`src/rtl/aes_result_streamer_if.sv`:
```
// aes_result_streamer_if: API output register port bus (ready-for-data plus one write word with routing)
// master: streamer side, drives the write word and samples api_o_rfd_in
// slave : API side, drives api_o_rfd_in and samples the write word
`ifndef C_LENGTH_ADDR_SLOT
`define C_LENGTH_ADDR_SLOT 4
`endif
`ifndef C_LENGTH_ADDR_FPGA
`define C_LENGTH_ADDR_FPGA 4
`endif
`ifndef C_LENGTH_ADDR_REG
`define C_LENGTH_ADDR_REG 8
`endif
`ifndef C_LENGTH_CMD
`define C_LENGTH_CMD 4
`endif
`ifndef C_LENGTH_DATA
`define C_LENGTH_DATA 64
`endif
`ifndef CMD_WR
`define CMD_WR 4'h2
`endif
interface aes_result_streamer_if;
  logic                          api_o_rfd_in;
  logic [`C_LENGTH_ADDR_SLOT-1:0] api_o_tgt_slot_out;
  logic [`C_LENGTH_ADDR_FPGA-1:0] api_o_tgt_fpga_out;
  logic [`C_LENGTH_ADDR_REG-1:0]  api_o_tgt_reg_out;
  logic [`C_LENGTH_CMD-1:0]       api_o_tgt_cmd_out;
  logic [`C_LENGTH_ADDR_REG-1:0]  api_o_src_reg_out;
  logic [`C_LENGTH_CMD-1:0]       api_o_src_cmd_out;
  logic [`C_LENGTH_DATA-1:0]      api_o_data_out;
  logic                          api_o_wr_en_out;
  modport master (
    input  api_o_rfd_in,
    output api_o_tgt_slot_out, api_o_tgt_fpga_out, api_o_tgt_reg_out, api_o_tgt_cmd_out,
    output api_o_src_reg_out, api_o_src_cmd_out, api_o_data_out, api_o_wr_en_out
  );
  modport slave (
    output api_o_rfd_in,
    input  api_o_tgt_slot_out, api_o_tgt_fpga_out, api_o_tgt_reg_out, api_o_tgt_cmd_out,
    input  api_o_src_reg_out, api_o_src_cmd_out, api_o_data_out, api_o_wr_en_out
  );
endinterface

```
`src/rtl/aes_result_streamer.sv`:
```
// aes_result_streamer: tracks aes_256 launches through its fixed latency and streams each ciphertext out as CMD_WR words
// Ports: api_clk_in/api_rst_n_in clock and async active-low reset; start_* launch pulse and return address;
// start_ready_out launch credit; ciphertext_in core output; api_o output register port (master modport);
// busy_out any work pending; overflow_out sticky rejected-launch flag.
// Optional macro AES_STREAMER_SEQ_WORD_EN adds a third word per result carrying a launch sequence number.
module aes_result_streamer #(
  parameter int AES_LATENCY = 29,
  parameter int FIFO_DEPTH  = 4,
  parameter int REG_BASE    = 6
) (
  input  logic                           api_clk_in,
  input  logic                           api_rst_n_in,
  input  logic                           start_in,
  input  logic [`C_LENGTH_ADDR_SLOT-1:0] start_slot_in,
  input  logic [`C_LENGTH_ADDR_FPGA-1:0] start_fpga_in,
  input  logic [`C_LENGTH_ADDR_REG-1:0]  start_reg_in,
  output logic                           start_ready_out,
  input  logic [127:0]                   ciphertext_in,
  aes_result_streamer_if.master          api_o,
  output logic                           busy_out,
  output logic                           overflow_out
);
  localparam int SW = `C_LENGTH_ADDR_SLOT;
  localparam int FW = `C_LENGTH_ADDR_FPGA;
  localparam int RW = `C_LENGTH_ADDR_REG;
  localparam int TW = SW + FW + RW;
  localparam int AW = $clog2(FIFO_DEPTH);
  localparam int CW = AW + 1;
`ifdef AES_STREAMER_SEQ_WORD_EN
  localparam int QW = TW + 64;
  typedef enum logic [1:0] {IDLE, SEND_LO, SEND_HI, SEND_SEQ} state_t;
`else
  localparam int QW = TW;
  typedef enum logic [1:0] {IDLE, SEND_LO, SEND_HI} state_t;
`endif
  logic [AES_LATENCY-1:0] r_vld;
  logic [QW-1:0]          r_tq [FIFO_DEPTH];
  logic [QW-1:0]          r_rf_tag [FIFO_DEPTH];
  logic [127:0]           r_rf_ct [FIFO_DEPTH];
  logic [AW-1:0]          r_tq_wp, r_tq_rp, r_rf_wp, r_rf_rp;
  logic [CW-1:0]          r_inf, r_cnt;
  logic                   r_ovf;
  state_t                 r_state, w_nxt;
  logic                   r_wr_en;
  logic [63:0]            r_data;
  logic [SW-1:0]          r_tslot;
  logic [FW-1:0]          r_tfpga;
  logic [RW-1:0]          r_treg, r_src;
  logic                   w_acc, w_cap, w_emit, w_pop, w_rfd;
  logic [1:0]             w_sel;
  logic [CW:0]            w_used;
  logic [QW-1:0]          w_tag, w_head;
  logic [127:0]           w_ct;
  logic [63:0]            w_word;
  logic [RW-1:0]          w_src;
`ifdef AES_STREAMER_SEQ_WORD_EN
  logic [63:0]            r_seq;
  assign w_tag  = {r_seq, start_slot_in, start_fpga_in, start_reg_in};
  assign w_word = w_sel[1] ? w_head[QW-1:TW] : w_sel[0] ? w_ct[127:64] : w_ct[63:0];
`else
  assign w_tag  = {start_slot_in, start_fpga_in, start_reg_in};
  assign w_word = w_sel[0] ? w_ct[127:64] : w_ct[63:0];
`endif
  assign w_rfd  = api_o.api_o_rfd_in;
  // outstanding work (in the core plus buffered) must always fit the result FIFO, so capture never overflows
  assign w_used = {1'b0, r_inf} + {1'b0, r_cnt};
  assign start_ready_out = api_rst_n_in & (w_used < (CW+1)'(FIFO_DEPTH));
  assign w_acc  = start_in & start_ready_out;
  assign w_cap  = r_vld[AES_LATENCY-1];
  assign w_head = r_rf_tag[r_rf_rp];
  assign w_ct   = r_rf_ct[r_rf_rp];
  assign w_src  = RW'(REG_BASE) + RW'(w_sel);
  always_ff @(posedge api_clk_in) begin
    if (w_acc) r_tq[r_tq_wp] <= w_tag;
    if (w_cap) begin
      r_rf_ct[r_rf_wp]  <= ciphertext_in;
      r_rf_tag[r_rf_wp] <= r_tq[r_tq_rp];
    end
  end
  // IDLE with a result and rfd sends the low word straight away, giving the 2-cycle capture-to-write latency
  always_comb begin
    w_nxt  = r_state;
    w_emit = 1'b0;
    w_sel  = 2'd0;
    w_pop  = 1'b0;
    case (r_state)
      IDLE: if (r_cnt != '0) begin
        w_emit = w_rfd;
        w_nxt  = w_rfd ? SEND_HI : SEND_LO;
      end
      SEND_LO: if (w_rfd) begin
        w_emit = 1'b1;
        w_nxt  = SEND_HI;
      end
      SEND_HI: if (w_rfd) begin
        w_emit = 1'b1;
        w_sel  = 2'd1;
`ifdef AES_STREAMER_SEQ_WORD_EN
        w_nxt  = SEND_SEQ;
`else
        w_pop  = 1'b1;
        w_nxt  = (r_cnt > CW'(1)) ? SEND_LO : IDLE;
`endif
      end
`ifdef AES_STREAMER_SEQ_WORD_EN
      SEND_SEQ: if (w_rfd) begin
        w_emit = 1'b1;
        w_sel  = 2'd2;
        w_pop  = 1'b1;
        w_nxt  = (r_cnt > CW'(1)) ? SEND_LO : IDLE;
      end
`endif
      default: w_nxt = IDLE;
    endcase
  end
  always_ff @(posedge api_clk_in or negedge api_rst_n_in) begin
    if (!api_rst_n_in) begin
      r_vld   <= '0;
      r_tq_wp <= '0;
      r_tq_rp <= '0;
      r_rf_wp <= '0;
      r_rf_rp <= '0;
      r_inf   <= '0;
      r_cnt   <= '0;
      r_ovf   <= 1'b0;
      r_state <= IDLE;
      r_wr_en <= 1'b0;
      r_data  <= '0;
      r_tslot <= '0;
      r_tfpga <= '0;
      r_treg  <= '0;
      r_src   <= '0;
`ifdef AES_STREAMER_SEQ_WORD_EN
      r_seq   <= '0;
`endif
    end else begin
      r_vld   <= AES_LATENCY'({r_vld, w_acc});
      r_tq_wp <= r_tq_wp + AW'(w_acc);
      r_tq_rp <= r_tq_rp + AW'(w_cap);
      r_rf_wp <= r_rf_wp + AW'(w_cap);
      r_rf_rp <= r_rf_rp + AW'(w_pop);
      r_inf   <= r_inf + CW'(w_acc) - CW'(w_cap);
      r_cnt   <= r_cnt + CW'(w_cap) - CW'(w_pop);
      r_ovf   <= r_ovf | (start_in & ~start_ready_out);
      r_state <= w_nxt;
      r_wr_en <= w_emit;
`ifdef AES_STREAMER_SEQ_WORD_EN
      r_seq   <= r_seq + 64'(w_acc);
`endif
      if (w_emit) begin
        r_data <= w_word;
        r_src  <= w_src;
        {r_tslot, r_tfpga, r_treg} <= w_head[TW-1:0];
      end
    end
  end
  assign api_o.api_o_wr_en_out    = r_wr_en;
  assign api_o.api_o_data_out     = r_data;
  assign api_o.api_o_src_reg_out  = r_src;
  assign api_o.api_o_tgt_slot_out = r_tslot;
  assign api_o.api_o_tgt_fpga_out = r_tfpga;
  assign api_o.api_o_tgt_reg_out  = r_treg;
  assign api_o.api_o_tgt_cmd_out  = `CMD_WR;
  assign api_o.api_o_src_cmd_out  = `CMD_WR;
  assign busy_out     = (r_inf != '0) | (r_cnt != '0) | (r_state != IDLE);
  assign overflow_out = r_ovf;
endmodule

```
`src/flat_wrapper.sv`:
```
// flat-port wrapper written by rule: the top's interface ports become plain ports
module aes_result_streamer_flat 
#(
  parameter int AES_LATENCY = 29,
  parameter int FIFO_DEPTH  = 4,
  parameter int REG_BASE    = 6
)
  (api_clk_in, api_rst_n_in, start_in, start_slot_in, start_fpga_in, start_reg_in, start_ready_out, ciphertext_in, busy_out, overflow_out, api_o_api_o_rfd_in, api_o_api_o_tgt_slot_out, api_o_api_o_tgt_fpga_out, api_o_api_o_tgt_reg_out, api_o_api_o_tgt_cmd_out, api_o_api_o_src_reg_out, api_o_api_o_src_cmd_out, api_o_api_o_data_out, api_o_api_o_wr_en_out);
  aes_result_streamer_if api_o_i ();
  input  logic api_clk_in;
  input  logic api_rst_n_in;
  input  logic start_in;
  input  logic [`C_LENGTH_ADDR_SLOT-1:0] start_slot_in;
  input  logic [`C_LENGTH_ADDR_FPGA-1:0] start_fpga_in;
  input  logic [`C_LENGTH_ADDR_REG-1:0] start_reg_in;
  output logic start_ready_out;
  input  logic [127:0] ciphertext_in;
  output logic busy_out;
  output logic overflow_out;
  input wire logic [$bits(api_o_i.api_o_rfd_in)-1:0] api_o_api_o_rfd_in;
  output wire logic [$bits(api_o_i.api_o_tgt_slot_out)-1:0] api_o_api_o_tgt_slot_out;
  output wire logic [$bits(api_o_i.api_o_tgt_fpga_out)-1:0] api_o_api_o_tgt_fpga_out;
  output wire logic [$bits(api_o_i.api_o_tgt_reg_out)-1:0] api_o_api_o_tgt_reg_out;
  output wire logic [$bits(api_o_i.api_o_tgt_cmd_out)-1:0] api_o_api_o_tgt_cmd_out;
  output wire logic [$bits(api_o_i.api_o_src_reg_out)-1:0] api_o_api_o_src_reg_out;
  output wire logic [$bits(api_o_i.api_o_src_cmd_out)-1:0] api_o_api_o_src_cmd_out;
  output wire logic [$bits(api_o_i.api_o_data_out)-1:0] api_o_api_o_data_out;
  output wire logic [$bits(api_o_i.api_o_wr_en_out)-1:0] api_o_api_o_wr_en_out;
  assign api_o_i.api_o_rfd_in = api_o_api_o_rfd_in;
  assign api_o_api_o_tgt_slot_out = api_o_i.api_o_tgt_slot_out;
  assign api_o_api_o_tgt_fpga_out = api_o_i.api_o_tgt_fpga_out;
  assign api_o_api_o_tgt_reg_out = api_o_i.api_o_tgt_reg_out;
  assign api_o_api_o_tgt_cmd_out = api_o_i.api_o_tgt_cmd_out;
  assign api_o_api_o_src_reg_out = api_o_i.api_o_src_reg_out;
  assign api_o_api_o_src_cmd_out = api_o_i.api_o_src_cmd_out;
  assign api_o_api_o_data_out = api_o_i.api_o_data_out;
  assign api_o_api_o_wr_en_out = api_o_i.api_o_wr_en_out;
  aes_result_streamer #(.AES_LATENCY(AES_LATENCY), .FIFO_DEPTH(FIFO_DEPTH), .REG_BASE(REG_BASE)) u_core (.api_clk_in(api_clk_in), .api_rst_n_in(api_rst_n_in), .start_in(start_in), .start_slot_in(start_slot_in), .start_fpga_in(start_fpga_in), .start_reg_in(start_reg_in), .start_ready_out(start_ready_out), .ciphertext_in(ciphertext_in), .api_o(api_o_i), .busy_out(busy_out), .overflow_out(overflow_out));
endmodule
```
`config.mk`:
```
export PLATFORM = sky130hd
export DESIGN_NAME = aes_result_streamer_flat
export DESIGN_NICKNAME = d
export VERILOG_FILES = /design/src/rtl/aes_result_streamer_if.sv /design/src/rtl/aes_result_streamer.sv /design/src/flat_wrapper.sv
export SDC_FILE = /design/constraint.sdc
export NUM_CORES = 1
export LEC_CHECK = 0
export CORE_MARGIN = 10
export CORE_UTILIZATION = 38
export DETAILED_ROUTE_END_ITERATION = 16
export REMOVE_ABC_BUFFERS = 1
export SYNTH_ARGS = -nofsm -noshare
export SYNTH_HDL_FRONTEND = slang
export SYNTH_SLANG_ARGS = --single-unit
```
`constraint.sdc`:
```
create_clock -name api_clk_in -period 20 [get_ports api_clk_in]
set_input_delay 2 -clock api_clk_in [delete_from_list [all_inputs] [get_ports api_clk_in]]
set_output_delay 2 -clock api_clk_in [all_outputs]
set_load 0.005 [all_outputs]
```
==> flow_summary.ini <==
[die]
die_w_um = 294.9
io_pins = 248
core_um2 = 74700
die-area_um2 = 86980
rows = 100
start_util_pct = 38.45
chipHeight_um = 294.9

[clock_network]
worstSkewPairLatency_ns = 0.62
cts.path.max_buffers = 3
cts_buffers = 81
postCtsSetupBuffers = 0
cts_tree = built
clockRootBuffer = clkbuf_16
htreeDepth = 3
clk_pin_slew_ns = 0.06
clock_sinks = 769
post_cts_resized = 0
hold_buffers = 0

[drt]
via_count = 13778
totalWireLength_mm = 62.33
ant_nets = 0
drc_errors = 0
avgRoutedWirePerCell_um = 22.91
vias_per_cell = 5.064
drt_pass1_iterations = 4
drt_iter0_drc = 842

[grt]
grt_pass1_vias = 14978
overflow = 0
grt_pass1_wl_mm = 93.71
antenna_found_initial = 10
grt_start_max_net_pins = 117
grt_use_total_pct = 14.34

[sta]
tns_ns = 0
finalCriticalPeriod_ns = 5.763
finalCritPeriodShare_pct = 28.82
rsz0062_at_grt = false
worst_pin_slew_ns = 1.110
hold_ws_ns = 0.3473
finClkSkew_ns = 0.01844
fin_ws_ns = 14.24
hold_viol = 0
finalMaxSlewViolations = 0
setup_violations = 0
slew_headroom_pct = 25.99
fmaxAchievable_ghz = 0.1735

[worst_setup_path]
critPathTopFamily = buffers and inverters
critPathCaptureType = output pin
worstPathCellList = buf_6 -> or4b_1 -> a31oi_1 -> clkdlybuf4s50_1
worstPathRequired_ns = 18.00
cp_max_fo = 26
crit_path_max_incr_delay_ns = 0.60
startpoint_type = input pin
worst-endpoint-arrival_ns = 3.76
crit_slowest_cell = clkdlybuf4s50_1
crit_type = input pin to output pin
cp_num_buf_inv = 2

[hold_path]
holdCritPathClass = register to register

[logic_synthesis]
ys_ff_latch = 769
synth_area_per_cell_um2 = 20.33
synth_edf_count = 640
yosys_warnings = 0
ys.flop_type = edfxtp_1
syn_area_um2 = 28720
async_flop_share_pct = 16.78
synth_cells = 1413
synth-seq-area-share_pct = 78.15
ys_types = 42

[final_layout]
final_common_cell = edfxtp_1
final_cell_mix = edfxtp_1, clkdlybuf4s50_1, nand2_1, mux4_2, dfrtp_1
drive_gt1_share_pct = 17.53
nets = 1849
syn2layout_area_growth_pct = 20.74

[place]
gp_congestion = 0.7109
hpwlAfterDp_mm = 34.90
port_buffers = 234
dp_slack_ns = 14.21

[power_and_ir_drop]
p_leak_nw = 12.20
peakVddDrop_mv = 0.07457
p_per_area_nw_per_um2 = 137.8

[run]
drv_cap = 0

[status]
outcome = finished clean
[per-stage QoR]
stage	std cells	instance area (µm²)	utilization [%]	power, mW
after detailed placement	2569	32020	42.87	3.377
after CTS	2720	34670	46.42	4.870
after global routing	2721	34680	46.42	5.038
after floorplan	1340	28200	-	3.012
final	2721	34680	46.42	4.778
after global placement	2569	32020	42.87	3.356
[flip-flops by register name, summed over array words and instances (netlist names)]
name,count
u_core.api_o.api_o_tgt_reg_out,8
u_core.api_o.api_o_data_out,64
u_core.r_inf,3
u_core.r_rf_wp,2
u_core.r_tq_rp,2
u_core.r_state,2
u_core.r_cnt,3
u_core.r_tq,64
u_core.overflow_out,1
u_core.api_o.api_o_tgt_fpga_out,4
u_core.api_o.api_o_tgt_slot_out,4
u_core.r_rf_rp,2
u_core.r_rf_ct,512
u_core.api_o.api_o_src_reg_out,2
u_core.r_tq_wp,2
u_core.api_o.api_o_wr_en_out,1
u_core.r_vld,29
u_core.r_rf_tag,64
[final timing paths]
kind                                             start                                           to  slack, ns  cells past startpoint
hold / removal              u_core.r_vld[24]$_DFF_PN0_                   u_core.r_vld[25]$_DFF_PN0_       0.35                      0
min in group asynchronous                 api_rst_n_in   u_core.api_o.api_o_data_out[4]$_DFFE_PN0P_       1.27                      1
setup / recovery                          api_rst_n_in                              start_ready_out      14.24                      4
max in group asynchronous                 api_rst_n_in                  u_core.r_rf_rp[1]$_DFF_PN0_      17.52                      2
setup reg to reg           u_core.r_rf_rp[0]$_DFF_PN0_  u_core.api_o.api_o_data_out[52]$_DFFE_PN0P_      16.23                      6
hold reg to reg             u_core.r_vld[24]$_DFF_PN0_                   u_core.r_vld[25]$_DFF_PN0_       0.35                      0
[worst register-to-register path, delay by kind of cell (launching register included)]
kind                   cells  cell delay, ns
multiplexers               1            0.60
AND/OR/NAND/NOR            1            0.11
flip-flops                 1            1.01
AO/OA/AOI/OAI              2            0.27
buffers and inverters      2            1.65
[logic make-up (layout without fill, tap and decap cells)]
family | count (synthesis) | in the layout | synth area share (%)
buffers and inverters | 100 | 427 | 2.152
AND/OR/NAND/NOR | 152 | 152 | 2.156
multiplexers | 210 | 210 | 12.97
other | 2 | 14 | 0.02615
XOR/XNOR | 7 | 7 | 0.2135
adder cells (fa/ha/maj) | 18 | 18 | 0.8364
AO/OA/AOI/OAI | 155 | 155 | 3.490
flip-flops | 769 | 769 | 78.15
[cells in the mapped netlist, types with 2 or more instances]
cell type | count | share of area (%)
o21ai_1 | 6 | 0.10
mux2_2 | 18 | 0.71
ha_1 | 16 | 0.70
xnor2_1 | 3 | 0.092
o21ai_0 | 13 | 0.23
clkbuf_1 | 19 | 0.25
buf_12 | 5 | 0.35
buf_1 | 2 | 0.026
buf_4 | 24 | 0.63
buf_6 | 3 | 0.12
mux4_2 | 128 | 10
mux2i_1 | 64 | 2.2
dfrtp_1 | 129 | 11
and3_1 | 3 | 0.065
conb_1 | 2 | 0.026
nor2_1 | 3 | 0.039
buf_2 | 30 | 0.52
nand2_1 | 133 | 1.7
nor3b_1 | 3 | 0.078
fa_1 | 2 | 0.14
nor3_1 | 2 | 0.035
nand2b_1 | 2 | 0.044
inv_1 | 16 | 0.21
edfxtp_1 | 640 | 67
a22oi_1 | 32 | 0.84
a21o_1 | 48 | 1.3
xor2_1 | 4 | 0.12
a21oi_1 | 49 | 0.85
[per-layer routing]
metal	share of wire, %	global-route usage [%]	vias up
met5	0.18	0	-
met2	50	24.38	254
li1	-	-	6110
met1	42	18.03	7278
met4	2.4	4.480	16
met3	4.8	3.295	120
[area by class of cell]
class / count / area [µm²]
fillers: 6269 / 40020
flip-flops and latches: 769 / 22450
multi-input cells: 555 / 5746
repair buffers: 260 / 2551
clock buffers: 112 / 2287
well taps: 969 / 1212
clock inverters: 39 / 364.1
inverters: 16 / 60.06
diodes: 1 / 2.502
[power breakdown]
part	internal, mW	total (mW)	switching [mW]
sequential	1.98	2.15	0.166
combinational	0.610	1.15	0.545
clock	0.869	1.47	0.604
No activity file was read; power rests on OpenSTA's default activity.
